`config.mk`:
```
export PLATFORM = sky130hd
export DESIGN_NAME = ae350_reset_sequencer_flat
export DESIGN_NICKNAME = d
export VERILOG_FILES = /design/src/rtl/ae350_reset_sequencer_if.sv /design/src/rtl/ae350_reset_sequencer.sv /design/src/flat_wrapper.sv
export SDC_FILE = /design/constraint.sdc
export NUM_CORES = 1
export LEC_CHECK = 0
export ABC_AREA = 0
export ABC_CLOCK_PERIOD_IN_PS = 2000
export BUFFER_PORTS_ARGS = -buffer_cell sky130_fd_sc_hd__buf_2
export CAP_MARGIN = 40
export CORE_MARGIN = 10
export CORE_UTILIZATION = 25
export DETAILED_ROUTE_END_ITERATION = 10
export PLACE_DENSITY_LB_ADDON = 0.12
export SLEW_MARGIN = 20
export SYNTH_ARGS = -nofsm -noshare
export SYNTH_HDL_FRONTEND = slang
export SYNTH_SLANG_ARGS = --single-unit
```
`constraint.sdc`:
```
create_clock -name CLK -period 2 [get_ports CLK]
set_input_delay 0.2 -clock CLK [delete_from_list [all_inputs] [get_ports CLK]]
set_output_delay 0.2 -clock CLK [all_outputs]
set_load 0.05 [all_outputs]
```
`src/rtl/ae350_reset_sequencer_if.sv`:
```
// ae350_reset_sequencer_if
//   Groups the board-side inputs and SoC-side reset outputs of the reset
//   sequencer. CLK and RSTN stay plain ports on the sequencer.
//   slave  : sequencer side (samples inputs, drives resets/status)
//   master : board/SoC side (drives inputs, observes resets/status)
//   PLL_LOCK, DDR3_INIT, KEY_RSTN : asynchronous inputs to the sequencer
//   POR_RSTN, DDR3_RSTN, HW_RSTN  : active-low resets
//   RST_DONE, DDR3_FAIL, STATE    : status / debug
`timescale 1ns/1ps
interface ae350_reset_sequencer_if;
  logic       PLL_LOCK;
  logic       DDR3_INIT;
  logic       KEY_RSTN;
  logic       POR_RSTN;
  logic       DDR3_RSTN;
  logic       HW_RSTN;
  logic       RST_DONE;
  logic       DDR3_FAIL;
  logic [2:0] STATE;

  modport slave (
    input  PLL_LOCK, DDR3_INIT, KEY_RSTN,
    output POR_RSTN, DDR3_RSTN, HW_RSTN, RST_DONE, DDR3_FAIL, STATE
  );

  modport master (
    output PLL_LOCK, DDR3_INIT, KEY_RSTN,
    input  POR_RSTN, DDR3_RSTN, HW_RSTN, RST_DONE, DDR3_FAIL, STATE
  );
endinterface

```
`src/rtl/ae350_reset_sequencer.sv`:
```
// ae350_reset_sequencer
//   Ordered reset release for the AE350 SoC: PLL lock -> POR -> DDR3
//   controller -> calibration -> core/peripheral reset. Lock loss,
//   calibration loss and push-button presses re-enter the sequence.
//   CLK  : sequencer clock
//   RSTN : asynchronous active-low reset, release synchronized to CLK
//   bus  : ae350_reset_sequencer_if.slave (inputs, resets, status)
`timescale 1ns/1ps
module ae350_reset_sequencer #(
  parameter int LOCK_FILTER  = 16,
  parameter int POR_HOLD     = 1024,
  parameter int DDR_RST_HOLD = 256,
  parameter int CAL_TIMEOUT  = 1048576,
  parameter int HW_HOLD      = 64,
  parameter int DEBOUNCE     = 50000,
  parameter int MAX_RETRY    = 3
) (
  input  logic                          CLK,
  input  logic                          RSTN,
  ae350_reset_sequencer_if.slave        bus
);

  localparam logic [2:0] S_IDLE      = 3'd0;
  localparam logic [2:0] S_LOCK_WAIT = 3'd1;
  localparam logic [2:0] S_POR_HOLD  = 3'd2;
  localparam logic [2:0] S_DDR_RST   = 3'd3;
  localparam logic [2:0] S_DDR_CAL   = 3'd4;
  localparam logic [2:0] S_HW_HOLD   = 3'd5;
  localparam logic [2:0] S_FAIL      = 3'd6;
  localparam logic [2:0] S_RUN       = 3'd7;

  localparam logic [23:0] LOCK_LAST = 24'(LOCK_FILTER - 1);
  localparam logic [23:0] POR_LAST  = 24'(POR_HOLD - 1);
  localparam logic [23:0] DDR_LAST  = 24'(DDR_RST_HOLD - 1);
  localparam logic [23:0] CAL_LAST  = 24'(CAL_TIMEOUT - 1);
  localparam logic [23:0] HW_LAST   = 24'(HW_HOLD - 1);
  localparam logic [23:0] DB_LAST   = 24'(DEBOUNCE - 1);
  localparam logic [1:0]  RETRY_MAX = 2'(MAX_RETRY);

  // Reset bridge: asserts asynchronously, releases after two CLK edges.
  logic [1:0] rst_sync;
  logic       rst_int_n;

  always_ff @(posedge CLK or negedge RSTN) begin
    if (!RSTN) rst_sync <= 2'b00;
    else       rst_sync <= {rst_sync[0], 1'b1};
  end
  assign rst_int_n = rst_sync[1];

  // Input synchronizers are free-running so the synced levels are already
  // valid on the first cycle after the internal reset releases.
  logic [1:0] lock_sync, init_sync, key_sync;
  logic       lock_s, init_s, key_s;

  always_ff @(posedge CLK) begin
    lock_sync <= {lock_sync[0], bus.PLL_LOCK};
    init_sync <= {init_sync[0], bus.DDR3_INIT};
    key_sync  <= {key_sync[0],  bus.KEY_RSTN};
  end
  assign lock_s = lock_sync[1];
  assign init_s = init_sync[1];
  assign key_s  = key_sync[1];

  // Debounce: level follows key_s once it has differed for DEBOUNCE cycles;
  // press is a registered one-cycle pulse on the high->low level change.
  logic        key_lvl;
  logic [23:0] db_cnt;
  logic        press;

  always_ff @(posedge CLK or negedge rst_int_n) begin
    if (!rst_int_n) begin
      key_lvl <= 1'b1;
      db_cnt  <= '0;
      press   <= 1'b0;
    end else begin
      press <= 1'b0;
      if (key_s != key_lvl) begin
        if (db_cnt == DB_LAST) begin
          key_lvl <= key_s;
          db_cnt  <= '0;
          press   <= ~key_s;
        end else begin
          db_cnt <= db_cnt + 24'd1;
        end
      end else begin
        db_cnt <= '0;
      end
    end
  end

  // Next-state logic, priority: lock loss > cal loss > button > counter.
  logic [2:0]  state_q, state_d;
  logic [23:0] cnt_q, cnt_d;
  logic [1:0]  retry_q, retry_d;
  logic        lock_loss, cal_loss;

  always_comb begin
    state_d   = state_q;
    retry_d   = retry_q;
    lock_loss = !lock_s && (state_q != S_IDLE) && (state_q != S_LOCK_WAIT);
    cal_loss  = !init_s && ((state_q == S_HW_HOLD) || (state_q == S_RUN));
    if (lock_loss) begin
      state_d = S_LOCK_WAIT;
    end else if (cal_loss) begin
      state_d = S_DDR_RST;
    end else if (press && (state_q == S_RUN)) begin
      state_d = S_HW_HOLD;
    end else begin
      case (state_q)
        S_IDLE:      state_d = S_LOCK_WAIT;
        S_LOCK_WAIT: if (lock_s && cnt_q == LOCK_LAST) state_d = S_POR_HOLD;
        S_POR_HOLD:  if (cnt_q == POR_LAST) state_d = S_DDR_RST;
        S_DDR_RST:   if (cnt_q == DDR_LAST) state_d = S_DDR_CAL;
        S_DDR_CAL: begin
          if (init_s) begin
            state_d = S_HW_HOLD;
          end else if (cnt_q == CAL_LAST) begin
            if (retry_q < RETRY_MAX) begin
              retry_d = retry_q + 2'd1;
              state_d = S_DDR_RST;
            end else begin
              state_d = S_FAIL;
            end
          end
        end
        S_HW_HOLD:   if (cnt_q == HW_LAST) state_d = S_RUN;
        default:     state_d = state_q;
      endcase
    end
    if (lock_loss || (state_d == S_RUN && state_q != S_RUN)) retry_d = '0;

    // Shared counter restarts on every state change.
    cnt_d = '0;
    if (state_d == state_q) begin
      case (state_q)
        S_LOCK_WAIT: cnt_d = lock_s ? cnt_q + 24'd1 : '0;
        S_POR_HOLD, S_DDR_RST, S_DDR_CAL, S_HW_HOLD: cnt_d = cnt_q + 24'd1;
        default:     cnt_d = '0;
      endcase
    end
  end

  // Outputs decoded from the next state so they move with STATE.
  logic por_d, ddr_d, hw_d, done_d, fail_d;

  always_comb begin
    por_d  = 1'b0;
    ddr_d  = 1'b0;
    hw_d   = 1'b0;
    done_d = 1'b0;
    fail_d = 1'b0;
    case (state_d)
      S_DDR_RST:              por_d = 1'b1;
      S_DDR_CAL, S_HW_HOLD: begin
        por_d = 1'b1;
        ddr_d = 1'b1;
      end
      S_FAIL: begin
        por_d  = 1'b1;
        fail_d = 1'b1;
      end
      S_RUN: begin
        por_d  = 1'b1;
        ddr_d  = 1'b1;
        hw_d   = 1'b1;
        done_d = 1'b1;
      end
      default: ;
    endcase
  end

  always_ff @(posedge CLK or negedge rst_int_n) begin
    if (!rst_int_n) begin
      state_q       <= S_IDLE;
      cnt_q         <= '0;
      retry_q       <= '0;
      bus.POR_RSTN  <= 1'b0;
      bus.DDR3_RSTN <= 1'b0;
      bus.HW_RSTN   <= 1'b0;
      bus.RST_DONE  <= 1'b0;
      bus.DDR3_FAIL <= 1'b0;
    end else begin
      state_q       <= state_d;
      cnt_q         <= cnt_d;
      retry_q       <= retry_d;
      bus.POR_RSTN  <= por_d;
      bus.DDR3_RSTN <= ddr_d;
      bus.HW_RSTN   <= hw_d;
      bus.RST_DONE  <= done_d;
      bus.DDR3_FAIL <= fail_d;
    end
  end

  assign bus.STATE = state_q;

endmodule

```
`src/flat_wrapper.sv`:
```
// flat-port wrapper written by rule: the top's interface ports become plain ports
module ae350_reset_sequencer_flat 
#(
  parameter int LOCK_FILTER  = 16,
  parameter int POR_HOLD     = 1024,
  parameter int DDR_RST_HOLD = 256,
  parameter int CAL_TIMEOUT  = 1048576,
  parameter int HW_HOLD      = 64,
  parameter int DEBOUNCE     = 50000,
  parameter int MAX_RETRY    = 3
)
  (CLK, RSTN, bus_PLL_LOCK, bus_DDR3_INIT, bus_KEY_RSTN, bus_POR_RSTN, bus_DDR3_RSTN, bus_HW_RSTN, bus_RST_DONE, bus_DDR3_FAIL, bus_STATE);
  ae350_reset_sequencer_if bus_i ();
  input  logic CLK;
  input  logic RSTN;
  input wire logic [$bits(bus_i.PLL_LOCK)-1:0] bus_PLL_LOCK;
  input wire logic [$bits(bus_i.DDR3_INIT)-1:0] bus_DDR3_INIT;
  input wire logic [$bits(bus_i.KEY_RSTN)-1:0] bus_KEY_RSTN;
  output wire logic [$bits(bus_i.POR_RSTN)-1:0] bus_POR_RSTN;
  output wire logic [$bits(bus_i.DDR3_RSTN)-1:0] bus_DDR3_RSTN;
  output wire logic [$bits(bus_i.HW_RSTN)-1:0] bus_HW_RSTN;
  output wire logic [$bits(bus_i.RST_DONE)-1:0] bus_RST_DONE;
  output wire logic [$bits(bus_i.DDR3_FAIL)-1:0] bus_DDR3_FAIL;
  output wire logic [$bits(bus_i.STATE)-1:0] bus_STATE;
  assign bus_i.PLL_LOCK = bus_PLL_LOCK;
  assign bus_i.DDR3_INIT = bus_DDR3_INIT;
  assign bus_i.KEY_RSTN = bus_KEY_RSTN;
  assign bus_POR_RSTN = bus_i.POR_RSTN;
  assign bus_DDR3_RSTN = bus_i.DDR3_RSTN;
  assign bus_HW_RSTN = bus_i.HW_RSTN;
  assign bus_RST_DONE = bus_i.RST_DONE;
  assign bus_DDR3_FAIL = bus_i.DDR3_FAIL;
  assign bus_STATE = bus_i.STATE;
  ae350_reset_sequencer #(.LOCK_FILTER(LOCK_FILTER), .POR_HOLD(POR_HOLD), .DDR_RST_HOLD(DDR_RST_HOLD), .CAL_TIMEOUT(CAL_TIMEOUT), .HW_HOLD(HW_HOLD), .DEBOUNCE(DEBOUNCE), .MAX_RETRY(MAX_RETRY)) u_core (.CLK(CLK), .RSTN(RSTN), .bus(bus_i));
endmodule
```
-- After elaboration in Yosys (flattened, before gate mapping)
Cells that the tools add are included.
- flip-flop bits (word level): 67
- bits in latches: 0
- RAM bits: 0
- ROM bits: 0
- output and inout port bits: 8
- word-level logic and storage cells: 94
- memories: 0
- add/subtract/negate cells: 3
- multiply operators: 0
- div/mod/pow operators: 0
- $lt $le $gt $ge: 1
- equality and inequality tests: 25
- shift operators: 0
- muxes and demuxes: 30
- bitwise gates (word level): 1
- reductions and logical operators: 20
- operator list (operator ; number):
    24-bit 2-to-1 mux ; 4
    24-bit by 1-bit adder with 24-bit output, second input constant ; 2
    24-bit case mux with 2 select lines ; 1
    3-bit 2-to-1 mux ; 10
    24-bit by 10-bit == test with 1-bit output, second input constant ; 1
    24-bit by 16-bit == test with 1-bit output, second input constant ; 1
    24-bit by 20-bit == test with 1-bit output, second input constant ; 1
    24-bit by 4-bit == test with 1-bit output, second input constant ; 1
    24-bit by 6-bit == test with 1-bit output, second input constant ; 1
    24-bit by 8-bit == test with 1-bit output, second input constant ; 1
    3-bit == test, second input constant ; 7
    3-bit case mux with 6 select lines ; 1
    2-bit 2-to-1 mux ; 8
    3-bit by 2-bit == test with 1-bit output, second input constant ; 3
    2-bit inequality test, second input constant ; 4
    7-bit AND reduction ; 1
    1-bit logical AND ; 6
    1-bit 2-to-1 mux ; 6
    2-bit nonzero test ; 3
    5-bit OR reduction ; 1
    4-bit OR reduction ; 1
    3-bit by 1-bit == test with 1-bit output, second input constant ; 1
    3-bit == test ; 1
    3-bit logical NOT ; 1
    11 further kinds ; 13

-- Depth between registers and ports, before layout
Gate-level depths: netlist of run 1.
- depth in word-level cells: 13
- gate-level depth with buffers: 10

-- Worst setup path after synthesis of run 1
Ideal clock, no wire load.
- path kind: reg-to-reg
- from: reg u_core.state_q[1], in the netlist u_core.bus.STATE[1]
- to: reg u_core.retry_q[0]
- library setup time: 0.140 ns
- data arrival time: 1.967 ns
- setup slack: -0.106 ns
- cell stages (with the launch flop): 8
- path buffers: 1
- path through: dfrtp_1 -> clkbuf_1 -> and3_1 -> and4_1 -> o2111ai_1 -> a2bb2oi_1 -> o41ai_1 -> a21oi_1
- longest elaborated chain between the ends: 11
- elaborated cells on any way between the ends: 37
- those cells by class: 13 x eq/ne; 11 x mux; 13 x reduce/logical
- RTL lines (element ; line ; source):
    start: declaration ; ae350_reset_sequencer.sv:92 ; logic [2:0] state_q, state_d;
    start signal: assignment ; ae350_reset_sequencer.sv:183 ; state_q <= state_d;
    3-bit 2-to-1 mux ; ae350_reset_sequencer.sv:117 ; end else if (cnt_q == CAL_LAST) begin
    3-bit 2-to-1 mux ; ae350_reset_sequencer.sv:115 ; if (init_s) begin
    3-bit case mux with 6 select lines ; ae350_reset_sequencer.sv:109 ; case (state_q)
    3-bit 2-to-1 mux ; ae350_reset_sequencer.sv:106 ; end else if (press && (state_q == S_RUN)) begin
    3-bit 2-to-1 mux ; ae350_reset_sequencer.sv:104 ; end else if (cal_loss) begin
    3-bit 2-to-1 mux ; ae350_reset_sequencer.sv:102 ; if (lock_loss) begin
    3-bit == test ; ae350_reset_sequencer.sv:130 ; if (lock_loss || (state_d == S_RUN && state_q != S_RUN)) retry_d = '0;
    1-bit logical AND ; ae350_reset_sequencer.sv:130 ;
    1-bit logical OR ; ae350_reset_sequencer.sv:130 ;
    2-bit inequality test (no line) or 2-bit nonzero test (tied branches) ; n/a ;
    7-bit AND reduction (no line) ; n/a ;
    end signal: assignment ; ae350_reset_sequencer.sv:185 ; retry_q <= retry_d;
    end: declaration ; ae350_reset_sequencer.sv:94 ; logic [1:0] retry_q, retry_d;
Several ways; a longest one is shown, not always the timed one.
A chain may end at the register's enable or synchronous reset.

-- Final worst setup path of run 1
- from: reg u_core.cnt_q[0]
- to: reg u_core.cnt_q[2]
- longest elaborated chain between the ends: 9
- elaborated cells on any way between the ends: 21
- those cells by class: 1 x add/sub; 6 x eq/ne; 13 x mux; 1 x reduce/logical
- RTL lines (element ; line ; source):
    start: declaration ; ae350_reset_sequencer.sv:93 ; logic [23:0] cnt_q, cnt_d;
    start signal: assignment ; ae350_reset_sequencer.sv:184 ; cnt_q <= cnt_d;
    24-bit by 20-bit == test with 1-bit output or 24-bit by 4-bit == test with 1-bit output (tied branches) ; ae350_reset_sequencer.sv:117, ae350_reset_sequencer.sv:111 ;
    3-bit 2-to-1 mux or 1-bit logical AND (tied branches) ; ae350_reset_sequencer.sv:117, ae350_reset_sequencer.sv:111 ;
    3-bit 2-to-1 mux, on equally long branches ; ae350_reset_sequencer.sv:115, ae350_reset_sequencer.sv:111 ;
    3-bit case mux with 6 select lines ; ae350_reset_sequencer.sv:109 ;
    3-bit 2-to-1 mux ; ae350_reset_sequencer.sv:106 ;
    3-bit 2-to-1 mux ; ae350_reset_sequencer.sv:104 ;
    3-bit 2-to-1 mux ; ae350_reset_sequencer.sv:102 ;
    3-bit == test ; ae350_reset_sequencer.sv:134 ; if (state_d == state_q) begin
    24-bit 2-to-1 mux (*) ; ae350_reset_sequencer.sv:134 ;
    net u_core.cnt_d[2] ; ae350_reset_sequencer.sv:93 ;
The timed path passes the listed nets; every way through them passes the cells marked *.

==> reports/metrics.csv, run 1 <==
stage;metric;value;unit
status;status;finished, violations left;
yosys;syn avg cell area;9.84;µm²
worst_setup_path;R2R depth;9;
worst_setup_path;Crit. End Element;flip-flop;
yosys;mapped cell area;3390;µm²
global_routing;largest net degree at the start of global routing;25;
floorplanning;Die Ht;137;µm
floorplanning;FP Rows;42;
yosys;sequential fraction of the synthesis area;0.485;
timing;Fmax achieved;475;MHz
yosys;post-synth top area share;0.442;
worst_setup_path;RR Endpoint;u_core.cnt_q[2];
pwr;Leakage Power;0.00218;µW
floorplanning;Core Box Area;13300;µm²
yosys;Post-synth EDFFs;0;
yosys;Ys Warns;0;
yosys;Synth area leader;dfrtp_1;
timing;hold_ws;110;ps
global_routing;global route total overflow;0;
placement;I/O Buffers;12;
yosys;ys async rst share;0.910;
clock_tree;CTS root buf;clkbuf_16;
timing;Final WS setup;-106;ps
global_routing;GR Util met1;0.122;
worst_setup_path;worst setup path category;reg -> reg;
global_routing;met2 Usage GRT;0.166;
clock_tree;TritonCTS sink count;67;
worst_setup_path;CP max-delay cell;or4_4;
pwr;Pwr per Cell Area;836;nW/µm²
floorplanning;Initial Utilization;0.255;
drt;Post-DRT Antenna Nets;0;
pwr;Design Power;4120;µW
worst_setup_path;Worst setup SP type;flip-flop;
layout;n_diodes;0;
timing;# setup viols final;29;
worst_setup_path;critical-path maximum fanout;10;
clock_tree;clk_lat worst skew;350;ps
worst_setup_path;Cell Chain, Critical Path;ha_4, nand2_4, or4_4, nor3_4, a21oi_2, o311ai_4, buf_6, buf_12, nor3_1;
layout;Filler cells;1353;
yosys;Commonest cells post-synth;dfrtp_1 (60), nor2_1 (34), nor3_1 (34), xor2_1 (24), nand2_1 (20);
timing;Sum Neg Setup Slack;-1940;ps
layout;layout cell share with drive strength beyond 1;0.360;
worst_setup_path;reg2reg start;u_core.cnt_q[0];
yosys;Cell variety after synth;50;
clock_tree;clock-pin slew on the worst setup and hold paths;60;ps
run;max-cap check violation count;0;
drt;vias post-DR;2859;
timing;RSZ-0062 raised after global routing;true;
timing;min cycle time layout;2110;ps
yosys;Syn Inst Count;345;
global_routing;initial antenna violation count;0;
global_routing;aggregate global-route resource usage;0.103;
clock_tree;CTS tree;done;
floorplanning;Ports;13;
yosys;Synth Register Bits;67;
placement;GPL Wtd Cong;0.805;
worst_setup_path;CP max stage delay;520;ps
timing;worst clock skew;8.91;ps
clock_tree;CTS Buf Count;9;
timing;Final Max Tran Viols;0;
yosys;Syn Nets;353;
global_routing;met3 usage in global routing;0.0341;
worst_setup_path;crit path DAT;2330;ps
clock_tree;Longest Clk Path Bufs;2;
status;failing checks;setup timing;
worst_setup_path;CP required;2230;ps
pwr;VDD IR-drop max;0.402;mV
global_routing;global-route wire length before repair;14.9;mm
layout;area delta synth->final;45.2;%
floorplanning;Die Width;137;µm
layout;Final #Nets;450;
timing;hold violation total from the final report;0;
drt;drt wl/cell;14.3;µm
drt;Via density;4.59;
drt;Detailed Route WL;8.89;mm
yosys;ranking of synthesized cells by area;dfrtp_1 (44%), xor2_1 (6.2%), nor3_1 (5.0%);
drt;# DRC;0;
yosys;most frequent cell after synthesis;dfrtp_1;
drt;drt first pass iters;4;
placement;post-detail-place hpwl;6.26;mm
global_routing;vias in the first global route;2958;
floorplanning;die area;18600;µm²
drt;Detailed Route Iter0 Violations;113;
global_routing;global route hottest layer;met2;
clock_tree;H-tree levels;3;
timing;fin crit share;1.05;
hold_path;Min-Delay Path Class;reg -> async;
worst_setup_path;Reg2Reg Setup Slack;-110;ps
yosys;Synth Flop Type;dfrtp_1;
[sequential cells by signal, summed over array words and instances, names as in the netlist, 2 cells and up]
name,cells
u_core.retry_q,2
u_core.rst_sync,2
u_core.bus.STATE,3
u_core.cnt_q,24
u_core.db_cnt,24
u_core.key_sync,2
u_core.init_sync,2
u_core.lock_sync,2
[cell type report]
| cell class | instances | area, µm² | area share |
|---|---|---|---|
| clock buffers | 11 | 243 | 0.0493 |
| clock inverters | 5 | 85.1 | 0.0173 |
| inverters | 11 | 41.3 | 0.00838 |
| multi-input cells | 252 | 1890 | 0.384 |
| flip-flops and latches | 67 | 1650 | 0.335 |
| well taps | 176 | 220 | 0.0447 |
| repair buffers | 101 | 796 | 0.161 |
[how the worst max path moves through the flow]
stage / start / to / slack [ps] / depth (start not counted)
5_1_grt: u_core.cnt_q[0] / u_core.cnt_q[20] / -180 / 9
4_1_cts: u_core.cnt_q[0] / u_core.cnt_q[2] / -100 / 9
2_1_floorplan: u_core.cnt_q[0] / u_core.cnt_q[11] / -40 / 8
3_3_place_gp: u_core.cnt_q[22] / u_core.retry_q[1] / -240 / 7
3_5_place_dp: u_core.cnt_q[22] / u_core.retry_q[0] / -270 / 7
6_report: u_core.cnt_q[0] / u_core.cnt_q[2] / -110 / 9
[kinds of logic after synthesis]
family | share of synthesized area
buffers and inverters | 0.0372
xor gates and xnor gates | 0.111
AOI/OAI and AO/OA | 0.0700
and+or+nand+nor | 0.278
other | 0.00110
muxes | 0.00627
DFF | 0.485
adders and majority gates | 0.0111
[worst max-delay path, delay by kind of cell, from the launching register on]
family	cells	cell delay, ps
AO/OA/AOI/OAI	2	330
flip-flops	1	390
adder cells (fa/ha/maj)	1	180
AND/OR/NAND/NOR	4	800
buffers and inverters	2	280
[what timing repair did]
action / 4_1_cts / 5_1_grt
gates cloned: 1 / 0
gates resized for setup: 19 / 24
buffers inserted: 6 / 6
hold buffers: 4 / 0
pin swaps: 12 / 13
setup endpoints to repair: 34 / 38
hold endpoints to repair: 5 / 0
[placed cells by master (no fill, tap or decap), drive strengths merged, types with 11 or more instances in the layout]
master   n
xor2    24
nor3    35
buf     97
inv     12
xnor2   19
nand4   12
dfrtp   60
nor2    34
nand3   17
nand2   20
clkbuf  11
[per-stage QoR]
step / utilization / setup WS [ps] / cell area, µm² / std cells
after floorplan: - / -38.2 / 3450 / 345
after global placement: 0.320 / -241 / 4250 / 592
after detailed placement: 0.320 / -274 / 4250 / 592
after CTS: 0.360 / -99.4 / 4780 / 619
after global routing: 0.371 / -178 / 4930 / 623
final: 0.371 / -106 / 4930 / 623
[power breakdown]
part	switching [µW]	internal, µW
clock	647	1130
combinational	463	405
sequential	48.4	1420
[metal layers]
layer  up-vias  part of all wire  wire length [µm]
li1       1418                 -                 -
met1      1404              0.46              4050
met2        21              0.49              4390
met3        16             0.026               229
met4         0             0.025               221
met5         -                 0                 0
Power figures use the tool's default switching activity.
==> run 2: changes to the inputs <==
- ABC_CLOCK_PERIOD_IN_PS: 2000 -> 1900
- BUFFER_PORTS_ARGS: -buffer_cell sky130_fd_sc_hd__buf_2 -> -buffer_cell sky130_fd_sc_hd__clkbuf_2
- CAP_MARGIN: 40 -> not set
- clock period: 2 -> 1.9 ns (I/O delays scaled with it)
==> reports/metrics.csv, run 2 (synthesis gave the netlist of run 1 again) <==
stage;metric;value;unit;change
placement;pre-CTS setup slack;-435;ps;was -274 ps
floorplanning;FP Rows;42;;unchanged
clock_tree;CTS root buf;clkbuf_16;;unchanged
floorplanning;Ports;13;;unchanged
run;max-cap check violation count;0;;unchanged
global_routing;global route total overflow;0;;unchanged
worst_setup_path;reg2reg start;u_core.cnt_q[15];;was u_core.cnt_q[0]
clock_tree;CTS Buf Count;9;;unchanged
worst_setup_path;Cell Chain, Critical Path;nor4_2, buf_4, nand4_1, o31ai_4, a21oi_2, o311ai_4, buf_12, nor3_1;;was ha_4, nand2_4, or4_4, nor3_4, a21oi_2, o311ai_4, buf_6, buf_12, nor3_1
worst_setup_path;critical-path maximum fanout;14;;was 10
worst_setup_path;crit path DAT;2360;ps;was 2330 ps
global_routing;initial antenna violation count;0;;unchanged
clock_tree;H-tree levels;3;;unchanged
clock_tree;clk_lat worst skew;330;ps;was 350 ps
floorplanning;Core Box Area;13300;µm²;unchanged
timing;Final WS setup;-249;ps;was -106 ps
timing;RSZ-0062 raised after global routing;true;;unchanged
drt;Via density;4.57;;was 4.59
status;failing checks;setup timing;;unchanged
drt;Detailed Route Iter0 Violations;121;;was 113
pwr;Sw Ratio;0.273;;was 0.281
timing;Fmax achieved;465;MHz;was 475 MHz
layout;n_diodes;0;;unchanged
pwr;Sw Pwr;1130;µW;was 1160 µW
pwr;VDD IR-drop max;0.352;mV;was 0.402 mV
floorplanning;Initial Utilization;0.255;;unchanged
worst_setup_path;CP required;2110;ps;was 2230 ps
global_routing;vias in the first global route;2902;;was 2,958
drt;drt first pass iters;4;;unchanged
floorplanning;Die Ht;137;µm;unchanged
layout;layout cell share with drive strength beyond 1;0.385;;was 0.360
status;status;finished, violations left;;unchanged
timing;worst clock skew;6.12;ps;was 8.91 ps
floorplanning;die area;18600;µm²;unchanged
pwr;Leakage Power;0.00220;µW;was 0.00218 µW
timing;fin crit share;1.13;;was 1.05
layout;area delta synth->final;46.0;%;was 45.2%
worst_setup_path;worst setup path category;reg -> reg;;unchanged
layout;Filler cells;1338;;was 1,353
placement;post-detail-place hpwl;5.97;mm;was 6.26 mm
timing;min cycle time layout;2150;ps;was 2110 ps
worst_setup_path;Crit. End Element;flip-flop;;unchanged
clock_tree;Longest Clk Path Bufs;2;;unchanged
global_routing;global-route wire length before repair;14.5;mm;was 14.9 mm
timing;Final Max Tran Viols;0;;unchanged
layout;post-layout util;0.373;;was 0.371
worst_setup_path;Worst setup SP type;flip-flop;;unchanged
clock_tree;clock-pin slew on the worst setup and hold paths;60;ps;about the same
worst_setup_path;CP max-delay cell;dfrtp_1;;was or4_4
worst_setup_path;CP max stage delay;380;ps;was 520 ps
layout;most frequent cells in the layout;buf_4 (84), dfrtp_1 (54), nor2_1 (33), nor3_1 (28), xor2_1 (24);;was buf_4 (79), dfrtp_1 (56), nor2_1 (34), nor3_1 (24), xor2_1 (24)
pwr;combinational share of power;0.211;;about the same
pwr;clock network fraction of design power;0.409;;was 0.432
clock_tree;TritonCTS sink count;67;;unchanged
worst_setup_path;launch point of the worst path;u_core.cnt_q[15];;was u_core.cnt_q[0]
global_routing;aggregate global-route resource usage;0.0974;;was 0.103
global_routing;largest net degree at the start of global routing;60;;was 25
layout;commonest non-fill, non-tap cell in the layout;buf_4;;unchanged
drt;drt wl/cell;13.5;µm;was 14.3 µm
drt;# DRC;0;;unchanged
placement;I/O Buffers;12;;unchanged
floorplanning;Die Width;137;µm;unchanged
drt;Post-DRT Antenna Nets;0;;unchanged
pwr;power share of the sequential group;0.380;;was 0.357
clock_tree;CTS tree;done;;unchanged
layout;Final #Nets;458;;was 450
timing;hold violation total from the final report;0;;unchanged
drt;vias post-DR;2884;;was 2,859
timing;# setup viols final;35;;was 29
timing;hold_ws;167;ps;was 110 ps
pwr;Internal;2990;µW;was 2960 µW
hold_path;Min-Delay Path Class;in -> async;;was reg -> async
pwr;Pwr per Cell Area;831;nW/µm²;was 836 nW/µm²
drt;Detailed Route WL;8.49;mm;was 8.89 mm
pwr;Design Power;4120;µW;about the same
placement;GPL Wtd Cong;0.772;;was 0.805
==> run 2: changes by cell type in the layout (fill, tap and decap cells not counted), moves of 4 or more <==
| cell | before | now |
|---|---|---|
| buf_2 | 12 | 0 |
| a21oi_2 | 1 | 5 |
| nor3_1 | 24 | 28 |
| nor3_2 | 8 | 4 |
| buf_6 | 2 | 6 |
| clkbuf_2 | 0 | 12 |
| buf_4 | 79 | 84 |
| a21oi_1 | 8 | 4 |
==> run 2: power groups by stage <==
| stage | combinational, µW | sequential (µW) | clock, µW |
|---|---|---|---|
| after floorplan | 358 | 1680 | 0 |
| after global placement | 803 | 1580 | 0 |
| after detailed placement | 803 | 1580 | 0 |
| after CTS | 860 | 1560 | 1750 |
| after global routing | 957 | 1570 | 1800 |
| final | 869 | 1560 | 1690 |
==> run 2: worst max-delay path, delay by kind of cell, from the launching register on <==
kind / cells / cell delay (ps)
AO/OA/AOI/OAI: 3 / 740
flip-flops: 1 / 380
buffers and inverters: 2 / 360
AND/OR/NAND/NOR: 3 / 550
==> run 2: through the flow <==
step / setup TNS, ps / instance area [µm²] / instances
after floorplan: -3000 / 3470 / 345
after global placement: -12740 / 4300 / 598
after detailed placement: -11660 / 4300 / 598
after CTS: -6920 / 4790 / 626
after global routing: -10350 / 4960 / 631
final: -6980 / 4960 / 631
==> run 2: layout make-up <==
type	count	area [µm²]	area share
multi-input cells	252	1880	0.380
flip-flops and latches	67	1660	0.334
repair buffers	109	858	0.173
clock buffers	14	264	0.0533
well taps	176	220	0.0444
inverters	11	41.3	0.00833
clock inverters	2	35.0	0.00707
==> run 2: layer usage <==
layer	vias to the layer above	track usage	wire (µm)
met5	-	0	0
met4	0	0.0391	136
met3	11	0.0257	272
met2	23	0.156	4150
met1	1415	0.122	3930
li1	1435	-	-
==> run 2: what timing repair did <==
item / 4_1_cts / 5_1_grt
gates resized for setup: 21 / 32
buffers inserted: 8 / 8
endpoints found under the hold margin: 5 / 0
hold buffers: 4 / 0
endpoints found under the setup margin: 39 / 54
pin swaps: 17 / 21
==> run 2: final timing paths <==
check                                      end  slack (ps)  cells after the start
max                           u_core.cnt_q[20]        -250                      8
min                         u_core.rst_sync[1]         170                      2
min reg2reg                  u_core.db_cnt[13]         240                      1
max reg2reg                   u_core.cnt_q[20]        -250                      8
min in group CLK           u_core.lock_sync[1]         330                      0
max in group asynchronous       u_core.key_lvl        1290                      1
